==> src/rtl/code_lock_param.sv <==
// Parametrised digit-code lock: compares full-length keypad entries against a
// reprogrammable code, opens for a fixed window, and locks out after repeated failures.
module code_lock_param #(
    parameter int DIGIT_W     = 3,
    parameter int CODE_LEN    = 3,
    parameter logic [CODE_LEN*DIGIT_W-1:0] DEFAULT_CODE = {3'b011, 3'b111, 3'b101},
    parameter int MAX_FAIL    = 3,
    parameter int LOCKOUT_CYC = 16,
    parameter int OPEN_CYC    = 4
) (
    input  logic                          clk,
    input  logic                          reset,
    input  logic                          x_valid,
    input  logic [DIGIT_W-1:0]            x,
    input  logic                          prog_en,
    output logic                          y,
    output logic                          locked_out,
    output logic [$clog2(MAX_FAIL+1)-1:0] fail_cnt,
    output logic                          code_changed
);

    localparam int CODE_W  = CODE_LEN * DIGIT_W;
    localparam int FAIL_W  = $clog2(MAX_FAIL + 1);
    localparam int IDX_W   = (CODE_LEN > 1) ? $clog2(CODE_LEN) : 1;
    localparam int MAX_CYC = (OPEN_CYC > LOCKOUT_CYC) ? OPEN_CYC : LOCKOUT_CYC;
    localparam int TMR_W   = $clog2(MAX_CYC + 1);

    localparam logic [IDX_W-1:0]  IDX_LAST   = IDX_W'(CODE_LEN - 1);
    localparam logic [TMR_W-1:0]  OPEN_LAST  = TMR_W'(OPEN_CYC - 1);
    localparam logic [TMR_W-1:0]  LOCK_LAST  = TMR_W'(LOCKOUT_CYC - 1);
    localparam logic [FAIL_W:0]   MAX_FAIL_V = (FAIL_W + 1)'(MAX_FAIL);
    localparam logic [FAIL_W-1:0] FAIL_SAT   = FAIL_W'(MAX_FAIL);

    typedef enum logic [1:0] {
        S_ENTRY   = 2'd0,
        S_OPEN    = 2'd1,
        S_PROG    = 2'd2,
        S_LOCKOUT = 2'd3
    } state_t;

    state_t              state_r, state_n;
    logic [IDX_W-1:0]    idx_r, idx_n;
    logic                mismatch_r, mismatch_n;
    logic [CODE_W-1:0]   code_r, code_n;
    logic [CODE_W-1:0]   stage_r, stage_n;
    logic [TMR_W-1:0]    timer_r, timer_n;
    logic [FAIL_W-1:0]   fail_cnt_r, fail_cnt_n;
    logic                y_r, y_n;
    logic                locked_out_r, locked_out_n;
    logic                code_changed_r, code_changed_n;
    logic                digit_ok_s;
    logic [FAIL_W:0]     fail_inc_s;
    logic [CODE_W-1:0]   stage_shift_s;

    // Digit idx of a code word; digit 0 occupies the MSBs.
    function automatic logic [DIGIT_W-1:0] code_digit(input logic [CODE_W-1:0] code,
                                                      input logic [IDX_W-1:0]  idx);
        logic [DIGIT_W-1:0] d;
        d = code[CODE_W-1 -: DIGIT_W];
        for (int i = 0; i < CODE_LEN; i++) begin
            if (idx == IDX_W'(i)) begin
                d = code[(CODE_LEN-1-i)*DIGIT_W +: DIGIT_W];
            end
        end
        return d;
    endfunction

    // Next-state and registered-output computation.
    always_comb begin
        state_n        = state_r;
        idx_n          = idx_r;
        mismatch_n     = mismatch_r;
        code_n         = code_r;
        stage_n        = stage_r;
        timer_n        = timer_r;
        fail_cnt_n     = fail_cnt_r;
        code_changed_n = 1'b0;
        digit_ok_s     = (x == code_digit(code_r, idx_r));
        fail_inc_s     = {1'b0, fail_cnt_r} + (FAIL_W + 1)'(1'b1);
        stage_shift_s  = (stage_r << DIGIT_W) | CODE_W'(x);

        case (state_r)
            S_ENTRY: begin
                if (x_valid) begin
                    if (idx_r == IDX_LAST) begin
                        idx_n      = IDX_W'(1'b0);
                        mismatch_n = 1'b0;
                        timer_n    = TMR_W'(1'b0);
                        if (digit_ok_s && !mismatch_r) begin
                            state_n    = S_OPEN;
                            fail_cnt_n = FAIL_W'(1'b0);
                        end else if (fail_inc_s >= MAX_FAIL_V) begin
                            state_n    = S_LOCKOUT;
                            fail_cnt_n = FAIL_SAT;
                        end else begin
                            fail_cnt_n = fail_inc_s[FAIL_W-1:0];
                        end
                    end else begin
                        idx_n      = idx_r + IDX_W'(1'b1);
                        mismatch_n = mismatch_r | ~digit_ok_s;
                    end
                end else begin
                    idx_n = idx_r;
                end
            end
            S_OPEN: begin
                // Programming request takes priority over window expiry.
                if (prog_en) begin
                    state_n = S_PROG;
                    idx_n   = IDX_W'(1'b0);
                    stage_n = CODE_W'(1'b0);
                    timer_n = TMR_W'(1'b0);
                end else if (timer_r == OPEN_LAST) begin
                    state_n = S_ENTRY;
                    timer_n = TMR_W'(1'b0);
                end else begin
                    timer_n = timer_r + TMR_W'(1'b1);
                end
            end
            S_PROG: begin
                if (x_valid) begin
                    stage_n = stage_shift_s;
                    if (idx_r == IDX_LAST) begin
                        code_n         = stage_shift_s;
                        code_changed_n = 1'b1;
                        state_n        = S_ENTRY;
                        idx_n          = IDX_W'(1'b0);
                    end else begin
                        idx_n = idx_r + IDX_W'(1'b1);
                    end
                end else begin
                    stage_n = stage_r;
                end
            end
            S_LOCKOUT: begin
                if (timer_r == LOCK_LAST) begin
                    state_n    = S_ENTRY;
                    fail_cnt_n = FAIL_W'(1'b0);
                    timer_n    = TMR_W'(1'b0);
                end else begin
                    timer_n = timer_r + TMR_W'(1'b1);
                end
            end
            default: begin
                state_n = S_ENTRY;
                idx_n   = IDX_W'(1'b0);
                timer_n = TMR_W'(1'b0);
            end
        endcase

        y_n          = (state_n == S_OPEN);
        locked_out_n = (state_n == S_LOCKOUT);
    end

    // State and output registers with synchronous active-low reset.
    always_ff @(posedge clk) begin
        if (!reset) begin
            state_r        <= S_ENTRY;
            idx_r          <= IDX_W'(1'b0);
            mismatch_r     <= 1'b0;
            code_r         <= DEFAULT_CODE;
            stage_r        <= CODE_W'(1'b0);
            timer_r        <= TMR_W'(1'b0);
            fail_cnt_r     <= FAIL_W'(1'b0);
            y_r            <= 1'b0;
            locked_out_r   <= 1'b0;
            code_changed_r <= 1'b0;
        end else begin
            state_r        <= state_n;
            idx_r          <= idx_n;
            mismatch_r     <= mismatch_n;
            code_r         <= code_n;
            stage_r        <= stage_n;
            timer_r        <= timer_n;
            fail_cnt_r     <= fail_cnt_n;
            y_r            <= y_n;
            locked_out_r   <= locked_out_n;
            code_changed_r <= code_changed_n;
        end
    end

    assign y            = y_r;
    assign locked_out   = locked_out_r;
    assign fail_cnt     = fail_cnt_r;
    assign code_changed = code_changed_r;

endmodule

==> config.mk <==
export PLATFORM = sky130hd
export DESIGN_NAME = code_lock_param
export DESIGN_NICKNAME = d
export VERILOG_FILES = /design/src/rtl/code_lock_param.sv
export SDC_FILE = /design/constraint.sdc
export NUM_CORES = 1
export LEC_CHECK = 0
export ABC_CLOCK_PERIOD_IN_PS = 4600
export BUFFER_PORTS_ARGS = -buffer_cell sky130_fd_sc_hd__clkbuf_2
export CORE_MARGIN = 3
export CORE_UTILIZATION = 40
export DETAILED_ROUTE_END_ITERATION = 10
export PLACE_DENSITY = 0.64
export SYNTH_ARGS = -nofsm -noshare
export SYNTH_HDL_FRONTEND = slang
export SYNTH_SLANG_ARGS = --single-unit
==> constraint.sdc <==
create_clock -name clk -period 4.6 [get_ports clk]
set_clock_uncertainty 0.2 [all_clocks]
set_input_delay 0.23 -clock clk [delete_from_list [all_inputs] [get_ports clk]]
set_output_delay 0.23 -clock clk [all_outputs]
set_load 0.05 [all_outputs]
==> Flow_metrics.wiki <==
{| class="wikitable"
! Metric !! Value
|-
| Die height || 66.8 um
|-
| Synth Net Count || 184
|-
| Status || completed
|-
| Worst supply voltage drop on vdd || 0.000192 V
|-
| Synthesis-stage register bit count || 30
|-
| First-pass GRT wire length || 5.35 mm
|-
| Relative contribution of the clock network to total power || 41.5%
|-
| Share of the yosys chip area belonging to registers || 40.6%
|-
| Vias post-DR || 1265
|-
| Detail-routed via count per cell || 5.43
|-
| GRT met2 Usage || 26.1%
|-
| Post-Route Setup TNS || 0 ns
|-
| Routed wire length per instance || 13.1 um
|-
| CTS Buf Count || 5
|-
| Total Routing Usage GR || 16.4%
|-
| Total Wirelength || 3.06 mm
|-
| Post-CTS resize count || 0
|-
| Clock root buffer master || sky130_fd_sc_hd__clkbuf_8
|-
| Remaining antenna violation count || 0
|-
| Die Width || 66.8 um
|-
| Placeable Area || 3440 um2
|-
| Remaining routing DRC violations || 0
|-
| Critical path data required time || 4.60 ns
|-
| Initial cell density of the core || 43.0%
|-
| Number of buffers inserted by hold repair at cts || 0
|-
| Detailed placer's ending HPWL || 2.24 mm
|-
| Initial antenna violation count || 0
|-
| Source-to-sink clock delay at the later pin of the worst-skew pair || 0.28 ns
|-
| Max Clk Rate || 451 MHz
|-
| Cell type contributing the most total cell area after synthesis || sky130_fd_sc_hd__dfxtp_1
|-
| Top fanout value on the critical path || 4
|-
| Summed area of non-filler cells in the final layout || 1650 um2
|-
| Clock transition at the register clock pins on the worst setup and hold paths after CTS || 0.06 ns
|-
| Most used flip-flop cell after synthesis || sky130_fd_sc_hd__dfxtp_1
|-
| Final setup violation count || 0
|-
| Deepest level of the CTS H-tree || 2
|-
| Die Outline Area || 4460 um2
|-
| Antenna diodes || 0
|-
| Maxcap violations || 0
|-
| Cells taking the most area after synthesis || sky130_fd_sc_hd__dfxtp_1 (41%), sky130_fd_sc_hd__nand2_1 (6.1%), sky130_fd_sc_hd__nor2_1 (5.3%)
|-
| Final period utilization || 48.2%
|-
| Met1 Usage GRT || 19.1%
|-
| I/O pin count || 12
|-
| Worst-case register-to-register setup slack || 2.38 ns
|-
| Ratio of cells with drive above 1 in the final layout || 15.0%
|-
| Sinks on the clock net || 30
|-
| Switching Fraction || 23.8%
|-
| Post-synthesis instance area || 1480 um2
|-
| Number of distinct library cell variants in the gate-level netlist after synthesis || 45
|-
| Worst Setup End Kind || flip-flop
|-
| Final hold violation count || 0
|-
| Overall power after layout || 521 uW
|-
| Class of the most critical setup path || flip-flop to flip-flop
|-
| Clock tree from TritonCTS || done
|-
| Area overhead of the layout relative to synthesis || 11.3%
|-
| Worst min-delay path category || input pin to flip-flop
|-
| Arr. time, crit path || 2.22 ns
|-
| Top cell type's share of synthesized area || 40.6%
|-
| Number of max-slew violations in the final report || 0
|-
| List of most frequent post-synthesis cells || sky130_fd_sc_hd__dfxtp_1 (30), sky130_fd_sc_hd__nand2_1 (24), sky130_fd_sc_hd__nor2_1 (21)
|-
| Setup repair after global routing missed its margin || false
|-
| Maximum count of clock buffers along a single path || 2
|-
| Post-synthesis async set-or-reset flop share || 0%
|-
| Rel. slew slack || 61.3%
|-
| GR met3 Demand/Resource || 4.55%
|-
| LEAKAGE || 0.000631 uW
|-
| Final nets || 196
|-
| Flop pwr share || 51.2%
|-
| Logic pwr share || 7.2%
|-
| Instance count of the mapped netlist || 174
|-
| Power density over the cells || 317 nW/um2
|-
| Net switching power of the design || 124 uW
|-
| Maximum number of pins on one net before global-route repair || 19
|-
| Type of origin of the critical path || flip-flop
|-
| Number of global-route vias before repair || 1199
|-
| Leftover overflow at the end of global routing || 0
|-
| Mean instance size in the synthesized netlist || 8.50 um2
|-
| Global route hottest layer || met2
|-
| Quantity of I/O buffers inserted on ports || 11
|-
| Count of routing violations after the opening detailed-route iteration || 71
|-
| Post-CTS setup-driven buffer insertion count || 0
|-
| Slew at the pin closest to its max-slew limit || 0.577 ns
|-
| First-pass iteration count of the detailed router || 4
|-
| Number of rows created at floorplan || 21
|-
| Number of synthesized flops with an enable pin || 0
|-
| Top-count cell post-synth || sky130_fd_sc_hd__dfxtp_1
|-
| Post-route minimum period || 2.22 ns
|-
| Routability-driven placement congestion ratio || 0.818
|-
| Placement-stage cell area || 1550 um2
|-
| P_int || 398 uW
|-
| Synth warn || 0
|}
power groups by stage:
stage	combinational, uW	clock [uW]	sequential, uW
2_1_floorplan	32.0	0	270
4_1_cts	38.0	222	267
6_report	37.8	217	267
3_5_place_dp	37.9	0	273
5_1_grt	41.5	238	268
3_3_place_gp	36.6	0	272
placed cells by master (no fill, tap or decap), types with 2 or more instances in the layout:
cell type | synthesis | routed
sky130_fd_sc_hd__dfxtp_1 | 30 | 30
sky130_fd_sc_hd__nand2_1 | 24 | 24
sky130_fd_sc_hd__nor2_1 | 21 | 21
sky130_fd_sc_hd__nand3_1 | 13 | 13
sky130_fd_sc_hd__clkbuf_2 | 0 | 11
sky130_fd_sc_hd__a22oi_1 | 8 | 8
sky130_fd_sc_hd__mux2i_1 | 7 | 7
sky130_fd_sc_hd__clkbuf_8 | 0 | 6
sky130_fd_sc_hd__inv_1 | 5 | 5
sky130_fd_sc_hd__o21ai_0 | 5 | 5
sky130_fd_sc_hd__a21oi_1 | 5 | 5
sky130_fd_sc_hd__a31oi_1 | 4 | 4
sky130_fd_sc_hd__nor3_1 | 3 | 3
sky130_fd_sc_hd__ha_1 | 3 | 3
sky130_fd_sc_hd__or2_1 | 2 | 2
sky130_fd_sc_hd__o31ai_1 | 2 | 2
sky130_fd_sc_hd__nor2b_1 | 2 | 2
sky130_fd_sc_hd__mux2_2 | 2 | 2
sky130_fd_sc_hd__or3b_1 | 2 | 2
sky130_fd_sc_hd__nand2b_1 | 2 | 2
sky130_fd_sc_hd__xor2_1 | 2 | 2
sky130_fd_sc_hd__xnor2_1 | 2 | 2
sky130_fd_sc_hd__and3_1 | 2 | 2
per-layer routing:
metal | part of all wire, % | wire (um)
met5 | 0 | 0
met4 | 2.5 | 78
met3 | 2.8 | 87
met2 | 48 | 1470
met1 | 47 | 1420
critical path: stages, from the launching register on:
cell and delay [ns]:
sky130_fd_sc_hd__dfxtp_1 0.33, sky130_fd_sc_hd__ha_1 0.24, sky130_fd_sc_hd__nand3_1 0.12, sky130_fd_sc_hd__inv_1 0.06, sky130_fd_sc_hd__ha_1 0.21, sky130_fd_sc_hd__o22ai_1 0.29
sky130_fd_sc_hd__nand2_1 0.15, sky130_fd_sc_hd__or3_1 0.38, sky130_fd_sc_hd__a21oi_1 0.15
final timing paths:
path,startpoint,to,depth (start not counted)
max,timer_r[0]$_SDFFE_PN0P_,timer_r[3]$_SDFFE_PN0P_,8
min,x[0],code_r[0]$_SDFFE_PN1P_,3
max reg2reg,timer_r[0]$_SDFFE_PN0P_,timer_r[3]$_SDFFE_PN0P_,8
min reg2reg,stage_r[5]$_SDFFE_PN0P_,code_r[8]$_SDFFE_PN0P_,2
stage by stage:
step	hold WS (ns)	utilization [%]	worst slack, ns	instances
after floorplan	0.154	-	2.66	174
after global placement	0.248	45.1	2.55	225
final	0.0394	47.8	2.38	233
after CTS	0.0304	47.8	2.40	233
after detailed placement	0.246	45.1	2.43	225
after global routing	0.0457	47.8	2.23	233
state kept, by name (all words and copies together), names as in the netlist:
| signal | cells |
|---|---|
| mismatch_r | 1 |
| idx_r | 2 |
| stage_r | 6 |
| locked_out | 1 |
| code_r | 9 |
| fail_cnt | 2 |
| y | 1 |
| state_r | 2 |
| code_changed | 1 |
| timer_r | 5 |
kinds of logic after synthesis:
| kind of cell | synth area share [%] |
|---|---|
| xor+xnor | 3.47 |
| compound gates | 17.2 |
| fa+ha+maj | 2.54 |
| simple gates | 25.6 |
| buf+inv | 4.31 |
| flops | 40.6 |
| mux | 6.26 |
area by class of cell:
cell class | instances | area [um2]
inverter | 7 | 26.3
tap | 46 | 57.6
multi-input combinational | 131 | 815
fill | 349 | 1800
clock buffer | 7 | 86.3
clock inverter | 1 | 5.00
sequential | 30 | 601
timing repair buffer | 11 | 55.1
(Power assumes the default switching activity.)
